==> src/rtl/pipe_pkg.sv <==
// ---------------------------------------------------------------------------
// pipe_pkg
// Shared types and constants for the DOF -> EX -> WB pipeline control logic.
//   REG_AW       register address width (address 0 is the hardwired zero reg)
//   PERF_W       width of the optional stall counter (HAZ_PERF_CNT_EN)
//   REG_ZERO     the zero register address
//   stage_slot_t one pipeline stage's producer record {vld, rw, ld, da}
// ---------------------------------------------------------------------------
package pipe_pkg;

  localparam int REG_AW = 5;
  localparam int PERF_W = 32;

  localparam logic [REG_AW-1:0] REG_ZERO = '0;

  typedef struct packed {
    logic              vld;
    logic              rw;
    logic              ld;
    logic [REG_AW-1:0] da;
  } stage_slot_t;

endpackage

==> src/rtl/hazard_fwd_ctrl_if.sv <==
// ---------------------------------------------------------------------------
// hazard_fwd_ctrl_if
// Bundle between the decode stage / register_file and the hazard scheduler.
//   Decode -> scheduler : hold, flush, dof_vld, dof_aa, dof_ba, dof_ma,
//                         dof_mb, dof_rw, dof_da, dof_ld
//   Scheduler -> decode : ha, hb, stall, ex_bubble
//                         stall_cnt (only when HAZ_PERF_CNT_EN is defined)
// Modports: master = decode side, slave = hazard_fwd_ctrl.
// Optional feature macro: HAZ_PERF_CNT_EN.
// ---------------------------------------------------------------------------
interface hazard_fwd_ctrl_if;

  logic                        hold;
  logic                        flush;
  logic                        dof_vld;
  logic [pipe_pkg::REG_AW-1:0] dof_aa;
  logic [pipe_pkg::REG_AW-1:0] dof_ba;
  logic                        dof_ma;
  logic                        dof_mb;
  logic                        dof_rw;
  logic [pipe_pkg::REG_AW-1:0] dof_da;
  logic                        dof_ld;

  logic                        ha;
  logic                        hb;
  logic                        stall;
  logic                        ex_bubble;
`ifdef HAZ_PERF_CNT_EN
  logic [pipe_pkg::PERF_W-1:0] stall_cnt;
`endif

  modport master (
    output hold, flush, dof_vld, dof_aa, dof_ba, dof_ma, dof_mb,
           dof_rw, dof_da, dof_ld,
`ifdef HAZ_PERF_CNT_EN
    input  stall_cnt,
`endif
    input  ha, hb, stall, ex_bubble
  );

  modport slave (
    input  hold, flush, dof_vld, dof_aa, dof_ba, dof_ma, dof_mb,
           dof_rw, dof_da, dof_ld,
`ifdef HAZ_PERF_CNT_EN
    output stall_cnt,
`endif
    output ha, hb, stall, ex_bubble
  );

endinterface

==> src/rtl/hazard_cmp.sv <==
// ---------------------------------------------------------------------------
// hazard_cmp
// Compares one producer slot against one DOF operand address.
//   i_slot     producer record (EX or WB stage)
//   i_addr     operand register address
//   i_src_sel  operand is taken from a non-register source (PC_1 / CONST_B)
//   o_match    producer writes the register this operand reads
//   o_match_ld the matching producer is a load
// ---------------------------------------------------------------------------
module hazard_cmp
  import pipe_pkg::*;
(
  input  stage_slot_t       i_slot,
  input  logic [REG_AW-1:0] i_addr,
  input  logic              i_src_sel,
  output logic              o_match,
  output logic              o_match_ld
);

  // Writes to the zero register are discarded by register_file, so they
  // can never be a real dependency.
  assign o_match = i_slot.vld & i_slot.rw & (i_slot.da != REG_ZERO) &
                   (i_slot.da == i_addr) & ~i_src_sel;

  assign o_match_ld = o_match & i_slot.ld;

endmodule

==> src/rtl/hazard_fwd_ctrl.sv <==
// ---------------------------------------------------------------------------
// hazard_fwd_ctrl
// Hazard / forwarding scheduler for the 3-stage DOF -> EX -> WB pipeline.
// Tracks EX and WB destinations, drives register_file HA/HB to select the
// FWD bus (EX result) and stalls DOF for hazards forwarding cannot cover
// (a load in EX, or any producer still in WB).
//   clk    pipeline clock
//   rst_n  asynchronous active-low reset
//   bus    hazard_fwd_ctrl_if.slave (decode inputs, ha/hb/stall/ex_bubble)
// Optional feature macro: HAZ_PERF_CNT_EN adds the bus.stall_cnt counter.
// ---------------------------------------------------------------------------
module hazard_fwd_ctrl
  import pipe_pkg::*;
(
  input  logic             clk,
  input  logic             rst_n,
  hazard_fwd_ctrl_if.slave bus
);

  stage_slot_t r_exSlot;
  stage_slot_t r_wbSlot;
  stage_slot_t w_exNext;
  stage_slot_t w_wbNext;

  logic w_dofLive;
  logic w_exAHit, w_exALdHit, w_exBHit, w_exBLdHit;
  logic w_wbAHit, w_wbALdHit, w_wbBHit, w_wbBLdHit;
  logic w_exA, w_exALd, w_exB, w_exBLd, w_wbA, w_wbB;
  logic w_stall;
  logic w_bubble;
  logic w_unusedWbLd;

  // A discarded or empty DOF slot has no operands to protect.
  assign w_dofLive = bus.dof_vld & ~bus.flush;

  hazard_cmp u_cmpExA (
    .i_slot(r_exSlot), .i_addr(bus.dof_aa), .i_src_sel(bus.dof_ma),
    .o_match(w_exAHit), .o_match_ld(w_exALdHit)
  );

  hazard_cmp u_cmpExB (
    .i_slot(r_exSlot), .i_addr(bus.dof_ba), .i_src_sel(bus.dof_mb),
    .o_match(w_exBHit), .o_match_ld(w_exBLdHit)
  );

  hazard_cmp u_cmpWbA (
    .i_slot(r_wbSlot), .i_addr(bus.dof_aa), .i_src_sel(bus.dof_ma),
    .o_match(w_wbAHit), .o_match_ld(w_wbALdHit)
  );

  hazard_cmp u_cmpWbB (
    .i_slot(r_wbSlot), .i_addr(bus.dof_ba), .i_src_sel(bus.dof_mb),
    .o_match(w_wbBHit), .o_match_ld(w_wbBLdHit)
  );

  // The WB slot never holds a load flag, so its load matches carry nothing.
  assign w_unusedWbLd = w_wbALdHit | w_wbBLdHit;

  assign w_exA   = w_exAHit & w_dofLive;
  assign w_exALd = w_exALdHit & w_dofLive;
  assign w_exB   = w_exBHit & w_dofLive;
  assign w_exBLd = w_exBLdHit & w_dofLive;
  assign w_wbA   = w_wbAHit & w_dofLive;
  assign w_wbB   = w_wbBHit & w_dofLive;

  // Load data only exists in WB, so a load in EX cannot be forwarded. A WB
  // producer is stalled on because register_file only returns the new value
  // the cycle after the write, unless a younger EX producer of the same
  // register already supplies the operand.
  assign w_stall = w_exALd | w_exBLd | (w_wbA & ~w_exA) | (w_wbB & ~w_exB);

  assign bus.ha        = w_exA & ~w_exALd & ~w_stall;
  assign bus.hb        = w_exB & ~w_exBLd & ~w_stall;
  assign bus.stall     = w_stall;
  assign w_bubble      = w_stall | bus.flush | ~bus.dof_vld;
  assign bus.ex_bubble = w_bubble;

  // Next contents of the two tracked stages.
  always_comb begin
    w_exNext = '0;
    if (!w_bubble) begin
      w_exNext = {1'b1, bus.dof_rw, bus.dof_ld, bus.dof_da};
    end
    w_wbNext    = r_exSlot;
    w_wbNext.ld = 1'b0;
  end

  // hold freezes the whole pipeline, including a pending flush.
  always_ff @(posedge clk or negedge rst_n) begin
    if (!rst_n) begin
      r_exSlot <= '0;
      r_wbSlot <= '0;
    end else if (!bus.hold) begin
      r_exSlot <= w_exNext;
      r_wbSlot <= w_wbNext;
    end
  end

`ifdef HAZ_PERF_CNT_EN
  logic [PERF_W-1:0] r_stallCnt;

  // Counts cycles in which a stall actually costs an issue slot.
  always_ff @(posedge clk or negedge rst_n) begin
    if (!rst_n) begin
      r_stallCnt <= '0;
    end else if (w_stall && !bus.hold) begin
      r_stallCnt <= r_stallCnt + 1'b1;
    end
  end

  assign bus.stall_cnt = r_stallCnt;
`endif

endmodule

==> src/flat_wrapper.sv <==
// flat-port wrapper written by rule: the top's interface ports become plain ports
module hazard_fwd_ctrl_flat import pipe_pkg::*;
  (clk, rst_n, bus_hold, bus_flush, bus_dof_vld, bus_dof_aa, bus_dof_ba, bus_dof_ma, bus_dof_mb, bus_dof_rw, bus_dof_da, bus_dof_ld, bus_ha, bus_hb, bus_stall, bus_ex_bubble);
  hazard_fwd_ctrl_if bus_i ();
  input  logic clk;
  input  logic rst_n;
  input wire logic [$bits(bus_i.hold)-1:0] bus_hold;
  input wire logic [$bits(bus_i.flush)-1:0] bus_flush;
  input wire logic [$bits(bus_i.dof_vld)-1:0] bus_dof_vld;
  input wire logic [$bits(bus_i.dof_aa)-1:0] bus_dof_aa;
  input wire logic [$bits(bus_i.dof_ba)-1:0] bus_dof_ba;
  input wire logic [$bits(bus_i.dof_ma)-1:0] bus_dof_ma;
  input wire logic [$bits(bus_i.dof_mb)-1:0] bus_dof_mb;
  input wire logic [$bits(bus_i.dof_rw)-1:0] bus_dof_rw;
  input wire logic [$bits(bus_i.dof_da)-1:0] bus_dof_da;
  input wire logic [$bits(bus_i.dof_ld)-1:0] bus_dof_ld;
  output wire logic [$bits(bus_i.ha)-1:0] bus_ha;
  output wire logic [$bits(bus_i.hb)-1:0] bus_hb;
  output wire logic [$bits(bus_i.stall)-1:0] bus_stall;
  output wire logic [$bits(bus_i.ex_bubble)-1:0] bus_ex_bubble;
  assign bus_i.hold = bus_hold;
  assign bus_i.flush = bus_flush;
  assign bus_i.dof_vld = bus_dof_vld;
  assign bus_i.dof_aa = bus_dof_aa;
  assign bus_i.dof_ba = bus_dof_ba;
  assign bus_i.dof_ma = bus_dof_ma;
  assign bus_i.dof_mb = bus_dof_mb;
  assign bus_i.dof_rw = bus_dof_rw;
  assign bus_i.dof_da = bus_dof_da;
  assign bus_i.dof_ld = bus_dof_ld;
  assign bus_ha = bus_i.ha;
  assign bus_hb = bus_i.hb;
  assign bus_stall = bus_i.stall;
  assign bus_ex_bubble = bus_i.ex_bubble;
  hazard_fwd_ctrl u_core (.clk(clk), .rst_n(rst_n), .bus(bus_i));
endmodule
==> config.mk <==
export PLATFORM = sky130hd
export DESIGN_NAME = hazard_fwd_ctrl_flat
export DESIGN_NICKNAME = d
export VERILOG_FILES = /design/src/rtl/pipe_pkg.sv /design/src/rtl/hazard_fwd_ctrl_if.sv /design/src/rtl/hazard_cmp.sv /design/src/rtl/hazard_fwd_ctrl.sv /design/src/flat_wrapper.sv
export SDC_FILE = /design/constraint.sdc
export NUM_CORES = 1
export LEC_CHECK = 0
export CORE_ASPECT_RATIO = 0.9
export CORE_MARGIN = 2
export CORE_UTILIZATION = 43
export CTS_CLUSTER_SIZE = 20
export DETAILED_ROUTE_END_ITERATION = 7
export PLACE_DENSITY = 0.73
export SLEW_MARGIN = 20
export SYNTH_ARGS = -nofsm -noshare
export SYNTH_HDL_FRONTEND = slang
export SYNTH_HIERARCHICAL = 1
export SYNTH_SLANG_ARGS = --single-unit
==> constraint.sdc <==
create_clock -name clk -period 2.34 [get_ports clk]
set_clock_uncertainty 0.1 [all_clocks]
set_input_delay 0.468 -clock clk [delete_from_list [all_inputs] [get_ports clk]]
set_output_delay 0.468 -clock clk [all_outputs]
set_load 0.01 [all_outputs]
== Word level (Yosys, flattened, before mapping) ==
Index checks and enable logic that the tools add are counted.

* Flip-flop bits (word level): 15
* Input port bits: 24
* Output and inout bits: 4
* Word-level logic and storage cells: 55

* Eq/ne operators: 4
* Multiplexer cells: 1
* Bitwise logic cells: 41
* Reductions and logical operators: 2

{| class="wikitable"
|+ Operator list
! cell !! number
|-
| AND 1 bit || 27
|-
| == test 5 bit || 4
|-
| nonzero test 5 bit || 2
|-
| inverter 1 bit || 9
|-
| two-way mux 8 bit || 1
|-
| OR 1 bit || 5
|}

== Logic depth before layout (Yosys ltp) ==
Gate-level depths: netlist of run 1.

* Depth in word-level cells: 12
* Mapped depth: 7
* Depth with buffers taken out: 6

== Hierarchy ==
The synthesis of run 1 kept the hierarchy.

{| class="wikitable"
|+ By module, submodules not included
! module !! instances !! cells an instance !! area each (um^2) !! sequential area each (um^2)
|-
| hazard_fwd_ctrl || 1 || 59 || 684.4 || 375.4
|-
| hazard_cmp || 4 || 12 || 91.3 || 0.0
|}

== Worst setup path before layout of run 1 ==
Ideal clock, no wire load.

* Path kind: input to output
* From: input bus_dof_ba[0]
* To: output bus_hb
* Arrival: 2.100 ns
* Required time: 1.772 ns
* Slack: -0.328 ns
* Stages: 6
* Path buffers: 0
* Cells stage by stage: or4_1 -> o211ai_2 -> nor4_1 -> nor4b_4 -> nand3_4 -> nor3b_2

* Word-level cells in the longest chain between the ends: 10
* Elaborated cells between the ends (all ways): 19
* Those cells by class: 2 x eq/ne; 17 x bitwise

{| class="wikitable"
|+ RTL lines
! item !! RTL line !! RTL
|-
| start, declared || flat_wrapper.sv:11 || <nowiki>input wire logic [$bits(bus_i.dof_ba)-1:0] bus_dof_ba;</nowiki>
|-
| == test 5 bit * || hazard_cmp.sv:23 || <nowiki>(i_slot.da == i_addr) & ~i_src_sel;</nowiki>
|-
| AND 1 bit * || hazard_cmp.sv:22 || <nowiki>assign o_match = i_slot.vld & i_slot.rw & (i_slot.da != REG_ZERO) &</nowiki>
|-
| AND 1 bit * || hazard_cmp.sv:23 ||
|-
| AND 1 bit * || hazard_cmp.sv:25 || <nowiki>assign o_match_ld = o_match & i_slot.ld;</nowiki>
|-
| net u_core.w_exBLdHit || hazard_fwd_ctrl.sv:26 || <nowiki>logic w_exAHit, w_exALdHit, w_exBHit, w_exBLdHit;</nowiki>
|-
| AND 1 bit * || hazard_fwd_ctrl.sv:62 || <nowiki>assign w_exBLd = w_exBLdHit & w_dofLive;</nowiki>
|-
| OR 1 bit (3 in a row) || hazard_fwd_ctrl.sv:70 || <nowiki>assign w_stall = w_exALd | w_exBLd | (w_wbA & ~w_exA) | (w_wbB & ~w_exB);</nowiki>
|-
| inverter 1 bit || hazard_fwd_ctrl.sv:73 || <nowiki>assign bus.hb = w_exB & ~w_exBLd & ~w_stall;</nowiki>
|-
| AND 1 bit * || hazard_fwd_ctrl.sv:73 ||
|-
| end, declared || flat_wrapper.sv:18 || <nowiki>output wire logic [$bits(bus_i.hb)-1:0] bus_hb;</nowiki>
|}

The timed path passes the listed nets; every way through them passes the cells marked *.

== Worst setup path in the final report of run 1 ==
* From: input bus_dof_ba[1]
* To: output bus_hb

Same word-level chain as after synthesis.

==> results.cfg, run 1 <==
[critical_path]
worst_setup_path_end_kind = output pin
crit_start = bus_dof_ba[1]
cp-start-kind = input port
timing.rr.end = u_core/r_exSlot[5]$_DFFE_PN0N_
reg2reg_from = u_core/r_exSlot[4]$_DFFE_PN0N_
cp_slowest_cell = or4_4
worst-r2r-setup-slack_ns = 0.08
crit_cells = 8
cpPeakStageDelay_ns = 0.52
crit_required_ns = 1.77
worstPathMaxFanout = 4
crit_chain = dlygate4sd2_1, or4_4, o211ai_4, nor4_4, nor4b_4, nand3_4, nor3b_2, buf_2
reg2reg_depth = 7
arrival_ns = 2.38
cp-endpoint = bus_hb
path_buf_inv = 2
critical-path-top-delay-family = simple AND/OR/NAND/NOR gates
crit_type = input port to output pin

[finish]
fin_cells = 192
num_antenna_cells = 0
final_util_pct = 79.7
drive_gt1_share_pct = 48.5
syn2layout_area_growth_pct = 73.4
nets = 190

[die]
initial_utilization_pct = 45.9
die_x_um = 55.4
coreArea_um2 = 2220
die_area_um2 = 2780
fp-row-count = 16
die_h_um = 50.2
ios = 28

[placed_design]
hpwl_um = 2180
place_congestion = 0.828
dpl.cell_count = 183
io_buffer_count = 27

[timing]
whs_ns = 0.439
period_needed_ns = 2.95
setup_violations = 4
post-route-period-util_pct = 126
tightest_slew_ns = 0.686
hold_violations = 0
rsz0062_at_grt = true
max_freq_ghz = 0.339
worst_slack_ns = -0.607
setup_tns_ns = -2.31
slew_headroom_pct = 54.1
drv_slew = 0

[pwr]
power_mw = 0.686
power_density_nw_per_um2 = 388
vdd_drop_max_mv = 0.364
leakage_nw = 0.763

[global_routing]
antenna_found_initial = 0
grt_max_degree = 16
overflow = 0
grt_pass1_wl_um = 5140
grt_pass1_vias = 1070
grt_usage_pct = 24.1

[clock_tree]
cts_buffer_depth = 2
clkLatencyLatePin_ns = 0.28
clock_sinks = 15
cts_tree = done
cts_buffers = 3
root_buffer = clkbuf_4
htree_levels = 1
hold_buffers = 0
path_clk_slew_ns = 0.09

[synthesis]
yosysWarnings = 6
syn_avg_cell_area_um2 = 10.0
synth_fp_nets = 126
netlist_area_um2 = 1020
synth_cells = 102

[detailed_routing]
drc_errors = 0
drt-initial-drc-count = 56
ant_nets = 0
drt_first_pass_iters = 4
viasPerCell = 5.72
wl_um = 3480
via_count = 1098
wl_per_cell_um = 18.1

[outcome]
status = finished with violations
violations = negative setup slack

[worst_hold_path]
holdCritPathClass = flop to flop

[run]
cap_violations = 0
-- layer usage --
layer | global-route usage (%) | up-vias | share of wire [%]
li1 | - | 500 | -
met1 | 30.9 | 526 | 42
met2 | 39.9 | 60 | 49
met3 | 4.12 | 12 | 5.7
met4 | 11.0 | 0 | 3.2
met5 | 0 | - | 0
-- metrics by stage --
step	cell area (um^2)	setup slack (ns)
floorplan	1030	-0.316
global placement	1550	-1.14
detailed placement	1550	-1.23
CTS	1660	-0.614
global route	1770	-0.676
finish	1770	-0.607
-- worst min path at each step --
stage                                              start                        endpoint  slack (ns)  cells after the start
final                     u_core/r_wbSlot[6]$_DFFE_PN0N_  u_core/r_wbSlot[6]$_DFFE_PN0N_        0.44                      1
after global routing      u_core/r_wbSlot[6]$_DFFE_PN0N_  u_core/r_wbSlot[6]$_DFFE_PN0N_        0.47                      1
after floorplan                                    rst_n  u_core/r_exSlot[0]$_DFFE_PN0N_        0.07                      0
after global placement    u_core/r_exSlot[5]$_DFFE_PN0N_  u_core/r_exSlot[5]$_DFFE_PN0N_        0.41                      2
after CTS                 u_core/r_exSlot[5]$_DFFE_PN0N_  u_core/r_exSlot[5]$_DFFE_PN0N_        0.44                      2
after detailed placement  u_core/r_exSlot[5]$_DFFE_PN0N_  u_core/r_exSlot[5]$_DFFE_PN0N_        0.41                      2
-- sequential cells by signal (all words and copies together), names as in the netlist --
| name | cells |
|---|---|
| u_core/r_exSlot | 8 |
| u_core/r_wbSlot | 7 |
-- what timing repair did --
item | 4_1_cts | 5_1_grt
pin swaps | 8 | 11
endpoints found under the hold margin | 0 | 0
setup buffers | 4 | 3
gates resized for setup | 36 | 18
endpoints found under the setup margin | 12 | 12
cloned | 0 | 0
-- where the power goes --
group / internal [mW] / leakage (nW) / switching, mW
logic: 0.132 / 0.547 / 0.107
clock network: 0.0634 / 0.0177 / 0.0853
registers: 0.277 / 0.198 / 0.0221
total: 0.472 / 0.763 / 0.214
-- cells in the final DEF (no fill, tap or decap), drive strengths merged, types with 5 or more instances in the layout --
cell type / count
nand3: 5
xnor2: 20
clkdlybuf4s50: 16
o21ai: 8
mux2: 7
nand4: 7
dfrtp: 15
nor4: 6
buf: 40
nand2: 12
-- layout make-up --
type	count	area, um^2
timing repair buffer	63	527
sequential	15	378
clock buffer	3	22.5
inverter	1	3.75
tap	27	33.8
fill	148	452
multi-input combinational	82	801
clock inverter	1	5.00
(Power assumes the default switching activity.)
==> run 2: changes to the inputs <==
--- a/config.mk
+++ b/config.mk
@@ -5,12 +5,15 @@
 export SDC_FILE = /design/constraint.sdc
 export NUM_CORES = 1
 export LEC_CHECK = 0
+export CELL_PAD_IN_SITES_DETAIL_PLACEMENT = 1
+export CELL_PAD_IN_SITES_GLOBAL_PLACEMENT = 1
 export CORE_ASPECT_RATIO = 0.9
 export CORE_MARGIN = 2
-export CORE_UTILIZATION = 43
+export CORE_UTILIZATION = 32
 export CTS_CLUSTER_SIZE = 20
 export DETAILED_ROUTE_END_ITERATION = 7
-export PLACE_DENSITY = 0.73
+export PLACE_DENSITY = 0.72
+export REMOVE_ABC_BUFFERS = 1
 export SLEW_MARGIN = 20
 export SYNTH_ARGS = -nofsm -noshare
 export SYNTH_HDL_FRONTEND = slang
==> results.cfg, run 2 (same netlist as run 1, synthesis figures left out) <==
[outcome]
status = finished with violations
violations = negative setup slack

[finish]
top_register = u_core/r_exSlot
biggestRegsByFlops = u_core/r_exSlot x8, u_core/r_wbSlot x7
final_util_pct = 58.7
drive_gt1_share_pct = 46.4
largest_reg_flops = 8
num_antenna_cells = 0
final_common_cell = buf_4
post-route-cell-area_um2 = 1790
nets = 191
syn2layout_area_growth_pct = 75.0
layout_common_cells = 36 x buf_4, 17 x xnor2_1, 15 x clkdlybuf4s50_1, 13 x dfrtp_1, 12 x nand2_1

[worst_hold_path]
holdCritPathClass = input port to asynchronous set/reset pin

[clock_tree]
cts_tree = done
path_clk_slew_ns = 0.10
cts_buffers = 3
hold_buffers = 0
cts_buffer_depth = 2
htree_levels = 1
root_buffer = clkbuf_4
clock_sinks = 15
clkLatencyLatePin_ns = 0.29

[die]
ios = 28
fp-row-count = 19
die_area_um2 = 3660
initial_utilization_pct = 33.6
die_h_um = 57.6
coreArea_um2 = 3040
die_x_um = 63.5

[timing]
tightest_slew_ns = 0.690
max_freq_ghz = 0.327
rsz0062_at_grt = true
slew_headroom_pct = 53.8
setup_violations = 5
hold_violations = 0
post-route-period-util_pct = 131
worst_slack_ns = -0.717
drv_slew = 0
period_needed_ns = 3.06

[critical_path]
arrival_ns = 2.49
cp-start-kind = flop
crit_required_ns = 1.77
crit_type = flop to output pin
worst_setup_path_end_kind = output pin
crit_start = u_core/r_exSlot[3]$_DFFE_PN0N_
reg2reg_from = u_core/r_exSlot[3]$_DFFE_PN0N_
worstPathMaxFanout = 4

[global_routing]
busiest_layer = met2
use_met1_pct = 25.3
overflow = 0
antenna_found_initial = 0
grt_usage_pct = 21.3
grt_pass1_wl_um = 5890
grt_pass1_vias = 1184
use_met3_pct = 3.94
grt_util_met2_pct = 38.2
grt_max_degree = 24

[detailed_routing]
ant_nets = 0
drt_first_pass_iters = 4
drc_errors = 0
via_count = 1055
wl_per_cell_um = 18.3
wl_um = 3800
drt-initial-drc-count = 20
viasPerCell = 5.07

[placed_design]
place_congestion = 0.837
io_buffer_count = 27
hpwl_um = 2470
place_area_um2 = 1570

[run]
cap_violations = 0

[pwr]
leakage_nw = 0.768
power_density_nw_per_um2 = 384
vdd_drop_max_mv = 0.217
[run 2: changes by cell type in the layout (fill, tap and decap cells not counted)]
cell,before,now
xnor2_2,7,3
buf_4,35,36
dlymetal6s2s_1,3,4
o21ai_1,3,8
nor4_4,4,6
o21ai_0,5,0
clkdlybuf4s50_1,16,15
xnor2_1,13,17
nor4_2,2,0
[run 2: layout make-up]
class                   count  area, um^2
multi-input cells          82         788
clock inverters             1        5.00
well taps                  42        52.6
inverters                   1        3.75
clock buffers               3        22.5
fillers                   362        1260
flip-flops and latches     15         378
repair buffers             64         537
[run 2: report_power, final]
part	leakage (nW)	switching (mW)	internal (mW)	total, mW
Clock	0.0177	0.0902	0.0635	0.154
Combinational	0.552	0.105	0.125	0.230
Sequential	0.198	0.0244	0.277	0.302
[run 2: stage by stage]
step	std cells	hold slack (ns)	power (mW)	setup slack [ns]	TNS, ns
2_1_floorplan	98	0.0724	0.377	-0.331	-0.831
3_3_place_gp	199	0.419	0.488	-1.20	-7.59
3_5_place_dp	199	0.436	0.496	-1.24	-8.41
4_1_cts	206	0.459	0.666	-0.659	-2.40
5_1_grt	208	0.511	0.725	-0.809	-3.52
6_report	208	0.477	0.686	-0.717	-2.67
[run 2: worst paths after layout]
check | endpoint | slack (ns) | cells after the start
min in group clk | u_core/r_exSlot[5]$_DFFE_PN0N_ | 0.48 | 2
worst min-delay path | u_core/r_wbSlot[7]$_DFFE_PN0N_ | 0.48 | 1
worst min register to register | u_core/r_exSlot[5]$_DFFE_PN0N_ | 0.48 | 2
worst max-delay path | bus_ha | -0.72 | 7
max in group asynchronous | u_core/r_exSlot[4]$_DFFE_PN0N_ | 1.17 | 1
worst max register to register | u_core/r_exSlot[1]$_DFFE_PN0N_ | 0 | 7
[run 2: worst max-delay path, cell delays in order (launching register included)]
cell	delay, ns
dfrtp_2	0.45
or4_4	0.55
o211ai_4	0.26
nor4_4	0.09
nor4b_4	0.36
nand3_4	0.13
nor3b_2	0.19
buf_2	0.16
[run 2: timing repair]
| action | CTS | global route |
|---|---|---|
| setup buffers | 5 | 2 |
| endpoints found under the setup margin | 12 | 12 |
| gates resized for setup | 36 | 23 |
| pin swaps | 9 | 23 |
[run 2: layer usage]
metal  part of all wire, %  routed length (um)  up-vias
li1                      -                   -      503
met1                    43                1620      520
met2                    52                1960       26
met3                   3.5                 133        6
met4                   2.2                  82        0
met5                     0                   0        -
==> run 3: changes to the inputs <==
--- a/config.mk
+++ b/config.mk
@@ -14,7 +14,6 @@
 export DETAILED_ROUTE_END_ITERATION = 7
 export PLACE_DENSITY = 0.72
 export REMOVE_ABC_BUFFERS = 1
-export SLEW_MARGIN = 20
 export SYNTH_ARGS = -nofsm -noshare
 export SYNTH_HDL_FRONTEND = slang
 export SYNTH_HIERARCHICAL = 1
==> results of run 3 <==
Final layout, timing and power as in run 2 (identical DEF).
